File: config.mk
export PLATFORM = sky130hd
export DESIGN_NAME = debounce_bank
export DESIGN_NICKNAME = d
export VERILOG_FILES = /design/src/rtl/debounce_pkg.sv /design/src/rtl/debounce_chan.sv /design/src/rtl/debounce_bank.sv
export SDC_FILE = /design/constraint.sdc
export NUM_CORES = 1
export LEC_CHECK = 0
export ABC_AREA = 1
export BUFFER_PORTS_ARGS = -buffer_cell sky130_fd_sc_hd__buf_2
export CORE_MARGIN = 3
export CORE_UTILIZATION = 53
export DETAILED_ROUTE_END_ITERATION = 10
export GPL_TIMING_DRIVEN = 1
export PLACE_DENSITY = 0.77
export SYNTH_ARGS = -nofsm -noshare
export SYNTH_HDL_FRONTEND = slang
export SYNTH_SLANG_ARGS = --single-unit
File: constraint.sdc
create_clock -name clk -period 1.01 [get_ports clk]
set_input_delay 0.101 -clock clk [delete_from_list [all_inputs] [get_ports clk]]
set_output_delay 0.101 -clock clk [all_outputs]
set_load 0.01 [all_outputs]
File: src/rtl/debounce_pkg.sv
// Shared constants and width helpers for the debounce bank.
package debounce_pkg;

  localparam int DEF_SYNC_STAGES  = 2;
  localparam int DEF_STABLE_TICKS = 3;
  localparam int DEF_REPEAT_DELAY = 50;
  localparam int DEF_REPEAT_RATE  = 10;

  // Bits needed to hold values 0..v-1, never less than one bit.
  function automatic int clog2(input int v);
    int r;
    r = 0;
    for (int i = 0; i < 31; i++) begin
      if ((1 << i) < v) r = i + 1;
    end
    return (r < 1) ? 1 : r;
  endfunction

  function automatic int max2(input int a, input int b);
    return (a > b) ? a : b;
  endfunction

endpackage

File: src/rtl/debounce_chan.sv
// One debounce channel: synchroniser, stable-count filter, edge pulses and
// optional auto-repeat (built only when DEBOUNCE_AUTOREPEAT_EN is defined).
module debounce_chan
  import debounce_pkg::*;
#(
  parameter int SYNC_STAGES  = DEF_SYNC_STAGES,
  parameter int STABLE_TICKS = DEF_STABLE_TICKS,
  parameter int REPEAT_DELAY = DEF_REPEAT_DELAY,
  parameter int REPEAT_RATE  = DEF_REPEAT_RATE
) (
  input  logic clk,
  input  logic reset,
  input  logic tick,
  input  logic raw,
  output logic db,
  output logic rise,
  output logic fall,
  output logic repeat_p
);

  localparam int CW = clog2(STABLE_TICKS + 1);

  if (SYNC_STAGES < 2) begin : g_bad_sync
    $error("debounce_chan: SYNC_STAGES must be at least 2");
  end
  if (STABLE_TICKS < 1) begin : g_bad_stable
    $error("debounce_chan: STABLE_TICKS must be at least 1");
  end
  if (REPEAT_DELAY < 1 || REPEAT_RATE < 1) begin : g_bad_repeat
    $error("debounce_chan: REPEAT_DELAY and REPEAT_RATE must be at least 1");
  end

  logic [SYNC_STAGES-1:0] sync_q;
  logic [CW-1:0]          cnt;
  logic [CW-1:0]          cnt_nxt;
  logic                   s_out;
  logic                   flip;

  assign s_out = sync_q[SYNC_STAGES-1];

  always_comb begin
    cnt_nxt = cnt;
    flip    = 1'b0;
    if (tick) begin
      if (s_out != db) begin
        if (cnt == CW'(STABLE_TICKS - 1)) begin
          flip    = 1'b1;
          cnt_nxt = '0;
        end else begin
          cnt_nxt = cnt + 1'b1;
        end
      end else begin
        cnt_nxt = '0;
      end
    end
  end

  // Reset clears db without a fall pulse: pulses only come from filter flips.
  always_ff @(posedge clk) begin
    if (reset) begin
      sync_q <= '0;
      cnt    <= '0;
      db     <= 1'b0;
      rise   <= 1'b0;
      fall   <= 1'b0;
    end else begin
      sync_q <= {sync_q[SYNC_STAGES-2:0], raw};
      cnt    <= cnt_nxt;
      if (flip) db <= s_out;
      rise   <= flip & s_out;
      fall   <= flip & ~s_out;
    end
  end

`ifdef DEBOUNCE_AUTOREPEAT_EN
  localparam int RW = clog2(max2(REPEAT_DELAY, REPEAT_RATE) + 1);

  logic [RW-1:0] rep_cnt;
  logic [RW-1:0] rep_target;
  logic          rep_armed;

  // First pulse waits REPEAT_DELAY ticks, later ones REPEAT_RATE ticks.
  assign rep_target = rep_armed ? RW'(REPEAT_RATE - 1) : RW'(REPEAT_DELAY - 1);

  always_ff @(posedge clk) begin
    if (reset || !db) begin
      rep_cnt   <= '0;
      rep_armed <= 1'b0;
      repeat_p  <= 1'b0;
    end else begin
      repeat_p <= 1'b0;
      if (tick) begin
        if (rep_cnt == rep_target) begin
          repeat_p  <= 1'b1;
          rep_armed <= 1'b1;
          rep_cnt   <= '0;
        end else begin
          rep_cnt <= rep_cnt + 1'b1;
        end
      end
    end
  end
`else
  assign repeat_p = 1'b0;
`endif

endmodule

File: src/rtl/debounce_bank.sv
// N_CH independent debounce channels plus a combined change flag.
// Auto-repeat pulses exist only when DEBOUNCE_AUTOREPEAT_EN is defined.
module debounce_bank
  import debounce_pkg::*;
#(
  parameter int N_CH         = 4,
  parameter int SYNC_STAGES  = DEF_SYNC_STAGES,
  parameter int STABLE_TICKS = DEF_STABLE_TICKS,
  parameter int REPEAT_DELAY = DEF_REPEAT_DELAY,
  parameter int REPEAT_RATE  = DEF_REPEAT_RATE
) (
  input  logic            clk,
  input  logic            reset,
  input  logic            tick,
  input  logic [N_CH-1:0] raw_in,
  output logic [N_CH-1:0] db_out,
  output logic [N_CH-1:0] rise,
  output logic [N_CH-1:0] fall,
  output logic            any_change,
  output logic [N_CH-1:0] repeat_p
);

  for (genvar c = 0; c < N_CH; c++) begin : g_chan
    debounce_chan #(
      .SYNC_STAGES (SYNC_STAGES),
      .STABLE_TICKS(STABLE_TICKS),
      .REPEAT_DELAY(REPEAT_DELAY),
      .REPEAT_RATE (REPEAT_RATE)
    ) u_chan (
      .clk     (clk),
      .reset   (reset),
      .tick    (tick),
      .raw     (raw_in[c]),
      .db      (db_out[c]),
      .rise    (rise[c]),
      .fall    (fall[c]),
      .repeat_p(repeat_p[c])
    );
  end

  assign any_change = |(rise | fall);

endmodule
Word-level counts from Yosys, hierarchy flattened:

Cells that the tools add are included.

* word-level logic and storage cells: 66
* bits of input ports: 7
* output and inout bits: 17
* bits in registers: 28

* $add $sub $neg: 4
* bitwise logic cells: 13
* equality and inequality tests: 8
* multiplexer cells: 20
* reduce and logical (&&, ||, !) cells: 1

Operator list (count)
* $mux W2: 8
* $mux W1: 12
* $add A2 B1 Y2 const B: 4
* $and A1 B1 Y1: 8
* $eq A2 B2 Y1 const B: 4
* $ne A1 B1 Y1: 4
* $not A1 Y1: 4
* $or A4 B4 Y4: 1
* $reduce_or A4 Y1: 1

Longest topological paths before layout:

* depth in word-level cells: 5
* depth in mapped cells: 5
* depth with buffers taken out: 5

Modules after synthesis:

From an unflattened synthesis, not the netlist that was laid out.

* cells, all modules: 167
* area total of the unflattened synthesis: 1187.4 um^2

Modules (own cells, without submodules)
* debounce_chan: area an instance 282.8 um^2, times used 4, sequential area each 140.1 um^2, cells each 38
* debounce_bank: area an instance 56.3 um^2, times used 1, sequential area each 0.0 um^2, cells each 15

Least setup slack after synthesis:

Ideal clock, no wire load.

* path type: register -> register
* start: reg g_chan[2].u_chan.cnt[0]
* end: reg g_chan[2].u_chan.db
* required time: 0.893 ns
* stages on the path, launching flop included: 5
* clock period less this slack: 0.785 ns
* arrival: 0.668 ns
* setup time: 0.117 ns
* buffers on the path: 0
* path slack: 0.225 ns
* cells stage by stage: dfxtp_1 inv_1 nand3_1 o21ai_0 nor2_1

* word-level cells in the longest chain between the ends: 4

Ends and longest elaborated chain
* start, declared: RTL line debounce_chan.sv:34 `logic [CW-1:0] cnt;`
* start signal, assigned: RTL line debounce_chan.sv:68 `cnt <= cnt_nxt;`
* $eq A2 B2 Y1: RTL line debounce_chan.sv:46 `if (cnt == CW'(STABLE_TICKS - 1)) begin`
* $mux W1: RTL line debounce_chan.sv:46
* $mux W1: RTL line debounce_chan.sv:45 `if (s_out != db) begin`
* $mux W1: RTL line debounce_chan.sv:44 `if (tick) begin`
* end signal, assigned: RTL line debounce_chan.sv:69 `if (flip) db <= s_out;`
* end, declared: RTL line debounce_chan.sv:15 `output logic db,`

No other way between the ends.
A chain may end at the register's enable or synchronous reset.

Worst setup path after layout:

* start: reg g_chan[1].u_chan.fall
* end: out any_change

* word-level cells in the longest chain between the ends: 2

Ends and longest elaborated chain
* start, declared: RTL line debounce_chan.sv:17 `output logic fall,`
* start signal, assigned: RTL line debounce_chan.sv:71 `fall <= flip & ~s_out;`
* $or A4 B4 Y4: RTL line debounce_bank.sv:41 `assign any_change = |(rise | fall);`
* $reduce_or A4 Y1: RTL line debounce_bank.sv:41
* end, declared: RTL line debounce_bank.sv:19 `output logic any_change,`

No other way between the ends.

==> flow_results.org <==
** Run status
- The flow ran to the end, but the final reports show violations.
- Failing checks :: setup timing

** Layout
- From synthesis to final layout, the design area changed by 8.012%.
- The number of antenna diodes in the final layout is 0.
- The finished layout holds 199 standard cells, fillers aside.
- Fraction of final layout cells with drive strength greater than 1 :: 25.00%
- The final layout contains 180 nets.
- Fillcell total :: 174

** Drt
- First-pass detailed-route iteration total :: 4
- After detailed routing, the average wire length per cell comes to 10.44 um.
- Using the TritonRoute via totals, the vias-per-cell ratio works out to 4.719.
- Detailed router's first-iteration violation count :: 8
- In the routed design, unresolved DRC markers number 0.
- The detail route stage leaves a number of antenna-violating nets equal to 0.
- After detailed routing, the total wire length is 2077 um.
- Count of vias placed by the detailed router :: 939

** Synthesis
- After Yosys synthesis, and, or, nand and nor cells account for 31.24% of the synthesized area.
- Synthesis produced a netlist whose cell count is 159.
- Multiplexer fraction of the synthesized cell area :: 0%
- Dominant cell by count in the synthesized netlist :: sky130_fd_sc_hd__nand2_1
- Summing the sequential cell areas from Yosys gives 45.44% of the chip area.
- By area the synthesized netlist is led by sky130_fd_sc_hd__dfxtp_1, sky130_fd_sc_hd__nand2_1, sky130_fd_sc_hd__buf_4.
- After synthesis, the largest family of logic cells by area is simple AND/OR/NAND/NOR gates.
- Mean instance size in the synthesized netlist :: 7.759 um^2
- In this run, synthesis produced a sequential element count of 28.
- Among all flip-flop cells after synthesis, the most frequent one is sky130_fd_sc_hd__dfxtp_1.
- Number of enable flip-flop cells after synthesis :: 0
- Synthesized-area fraction occupied by adder cells :: 0%
- Ranked by instance count, the synthesized netlist is headed by sky130_fd_sc_hd__nand2_1, sky130_fd_sc_hd__dfxtp_1, sky130_fd_sc_hd__inv_1, sky130_fd_sc_hd__nor2_1, sky130_fd_sc_hd__buf_4.
- Xor/xnor share of the synthesized area :: 0%
- Synthesized area :: 0.001234 mm^2
- In this run, distinct cell masters in the synthesized netlist total 20.
- Fraction of the mapped netlist area in compound gates :: 3.144%
- Yosys top cell area share :: 45.44%
- Counting flops with an async set or reset pin after synthesis yields a share of 0%.
- Largest area contributor in the synthesized netlist :: sky130_fd_sc_hd__dfxtp_1
- For this run, the number of Yosys warnings is 0.

** Global routing
- Number of antenna violations at the first check in global routing :: 0
- Highest-utilization routing layer at the global route stage :: met2
- Global routing consumed, on the met3 layer, 3.270% of the routing resources.
- Met2 layer usage reported by global route :: 27.29%
- Gr usage total :: 15.68%
- The first global-routing pass estimated 3374 um of wire.
- Global route overflow :: 0
- In the global route stage, met1 resource usage came out at 18.14%.
- Vias in the first global route :: 841
- Entering global routing, the biggest net connects 16 pins.

** Setup path
- End point of the critical path :: any_change
- Worst r2r dst :: g_chan[2].u_chan.db
- Setup slack on the worst reg-to-reg path comes out at 130 ps.
- Crit. Startpoint :: g_chan[1].u_chan.fall
- Required arrival time at the worst endpoint :: 910 ps
- Along the worst path, the maximum fanout reaches 2.
- Nature of the critical path endpoint :: primary output
- Critical path start-end classification :: flop to primary output
- Measured in cells, the most critical reg-to-reg path has a length of 4.
- STA puts the critical path data arrival time at 1010 ps.
- The worst register-to-register path begins at g_chan[2].u_chan.cnt[0].
- Startpoint type of the worst setup path :: flop

** Timing
- Setup TNS :: -98.90 ps
- Endpoints failing setup :: 1
- Setup slack on the critical path of the routed design comes to -98.90 ps.
- Derived from the worst setup path, the maximum achievable clock frequency is 901.8 MHz.
- Worst hold-check slack :: 86.04 ps
- Final worst path period share :: 109.8%
- Min Clock Period, post-route :: 1109 ps
- Max Slew Vio Count :: 0
- Count of final hold-check violations :: 0
- Unrepaired setup endpoints after global routing :: true
- Fin Clk Skew :: 3.085 ps

** CTS
- The clock passes through at most 2 buffers.
- The root buffer cell chosen for the clock tree is sky130_fd_sc_hd__clkbuf_4.
- Counting every sink on the clock net gives 28.
- Clock latency on the worst-skew pair :: 320 ps
- Post-CTS setup-driven buffer insertion count :: 0
- Clk pin slew, worst setup/hold paths :: 140 ps
- Total number of H-tree levels :: 1
- CTS buffer count :: 3
- Clock tree from TritonCTS :: done

** Pwr
- Overall power consumption after layout is estimated at 1.792 mW.
- In this run the power density over the cells is 1345 mW/mm^2.
- Leakage Power :: 0.6238 nW
- Maximum resistive drop on vdd :: 0.9608 mV

** Placement
- DP HPWL :: 1514 um
- During placement, the flow inserted port buffers numbering 19.
- Number of instances in the placed design :: 191
- Gp weighted congestion :: 0.8313

** Min path
- Counting instances, the worst hold path has a depth of 2.
- Class of the tightest hold or removal check :: input pin to flop

** Floorplan
- For this configuration, the core starts out at a cell density of 59.25%.
- Measured along the y axis, the die boundary spans 54.25 um.
- Placeable core region :: 0.002082 mm^2
- Die width :: 54.25 um
- In this run the core area contains 16 standard-cell rows.
- The floorplan step defined a die boundary enclosing 0.002943 mm^2.
- Count of boundary I/O pins :: 24

** Job
- The tool flagged a number of max-cap violations equal to 0.
[worst max-delay path, cell delays in order, from the launching register on]
cell	delay, ps
sky130_fd_sc_hd__dfxtp_2	360
sky130_fd_sc_hd__nor2_4	100
sky130_fd_sc_hd__nand4_1	90
sky130_fd_sc_hd__buf_2	140
[kinds of logic after synthesis]
family | after synthesis
other | 1
AO/OA/AOI/OAI | 7
buffers and inverters | 43
flip-flops | 28
AND/OR/NAND/NOR | 80
[worst min-delay path by stage]
stage / startpoint / to / slack [ps]
detailed placement: raw_in[2] / g_chan[2].u_chan.sync_q[0] / 310
floorplan: raw_in[0] / g_chan[0].u_chan.sync_q[0] / 210
finish: reset / g_chan[2].u_chan.cnt[1] / 90
global placement: raw_in[0] / g_chan[0].u_chan.sync_q[0] / 300
CTS: reset / g_chan[2].u_chan.cnt[1] / 80
global route: reset / g_chan[2].u_chan.cnt[1] / 80
[cell usage in the layout, fill, tap and decap left out, types with 3 or more instances in the layout]
cell type	instances
sky130_fd_sc_hd__dlygate4sd3_1	4
sky130_fd_sc_hd__inv_1	23
sky130_fd_sc_hd__o21ai_0	5
sky130_fd_sc_hd__nand2_1	34
sky130_fd_sc_hd__nor2_1	21
sky130_fd_sc_hd__dfxtp_1	21
sky130_fd_sc_hd__dfxtp_2	7
sky130_fd_sc_hd__nand4_1	5
sky130_fd_sc_hd__buf_2	19
sky130_fd_sc_hd__nor3_1	5
sky130_fd_sc_hd__conb_1	4
sky130_fd_sc_hd__clkbuf_4	3
sky130_fd_sc_hd__buf_4	3
sky130_fd_sc_hd__nand3_1	4
[repair_timing]
item                                    CTS  global route
endpoints found under the setup margin    1             4
pin swaps                                 2             3
hold endpoints to repair                  4             0
hold buffers                              4             0
gates resized for setup                   5             5
[per-layer routing]
layer  part of all wire, %  vias to the layer above
met2                    49                       24
li1                      -                      496
met4                   2.2                        0
met3                   4.1                        6
met1                    44                      413
met5                     0                        -
[sequential cells by signal (all words and copies together) (netlist names)]
| name | flops |
|---|---|
| g_chan.u_chan.sync_q | 8 |
| g_chan.u_chan.db | 4 |
| g_chan.u_chan.fall | 4 |
| g_chan.u_chan.cnt | 8 |
| g_chan.u_chan.rise | 4 |
[metrics by stage]
| stage | util [%] | setup slack, ps | instance area (um^2) |
|---|---|---|---|
| 4_1_cts | 63.52 | -116.0 | 1323 |
| 5_1_grt | 64.00 | -162.3 | 1333 |
| 3_5_place_dp | 59.44 | 76.10 | 1237 |
| 2_1_floorplan | - | 224.8 | 1245 |
| 3_3_place_gp | 59.44 | 131.9 | 1237 |
| 6_report | 64.00 | -98.90 | 1333 |
[report_power, final]
group	leakage, nW	internal [mW]	switching, mW
logic	0.372	0.0453	0.0773
clock network	0.0210	0.221	0.314
registers	0.231	1.12	0.00966
total	0.624	1.39	0.401
[layout make-up]
cell class | count | area, um^2 | share of cell area, %
repair buffers | 26 | 157.7 | 11.83
well taps | 27 | 33.78 | 2.535
multi-input cells | 91 | 449.2 | 33.71
flip-flops and latches | 28 | 569.3 | 42.72
inverters | 23 | 86.33 | 6.479
clock buffers | 4 | 36.28 | 2.723
(Power assumes the default switching activity.)
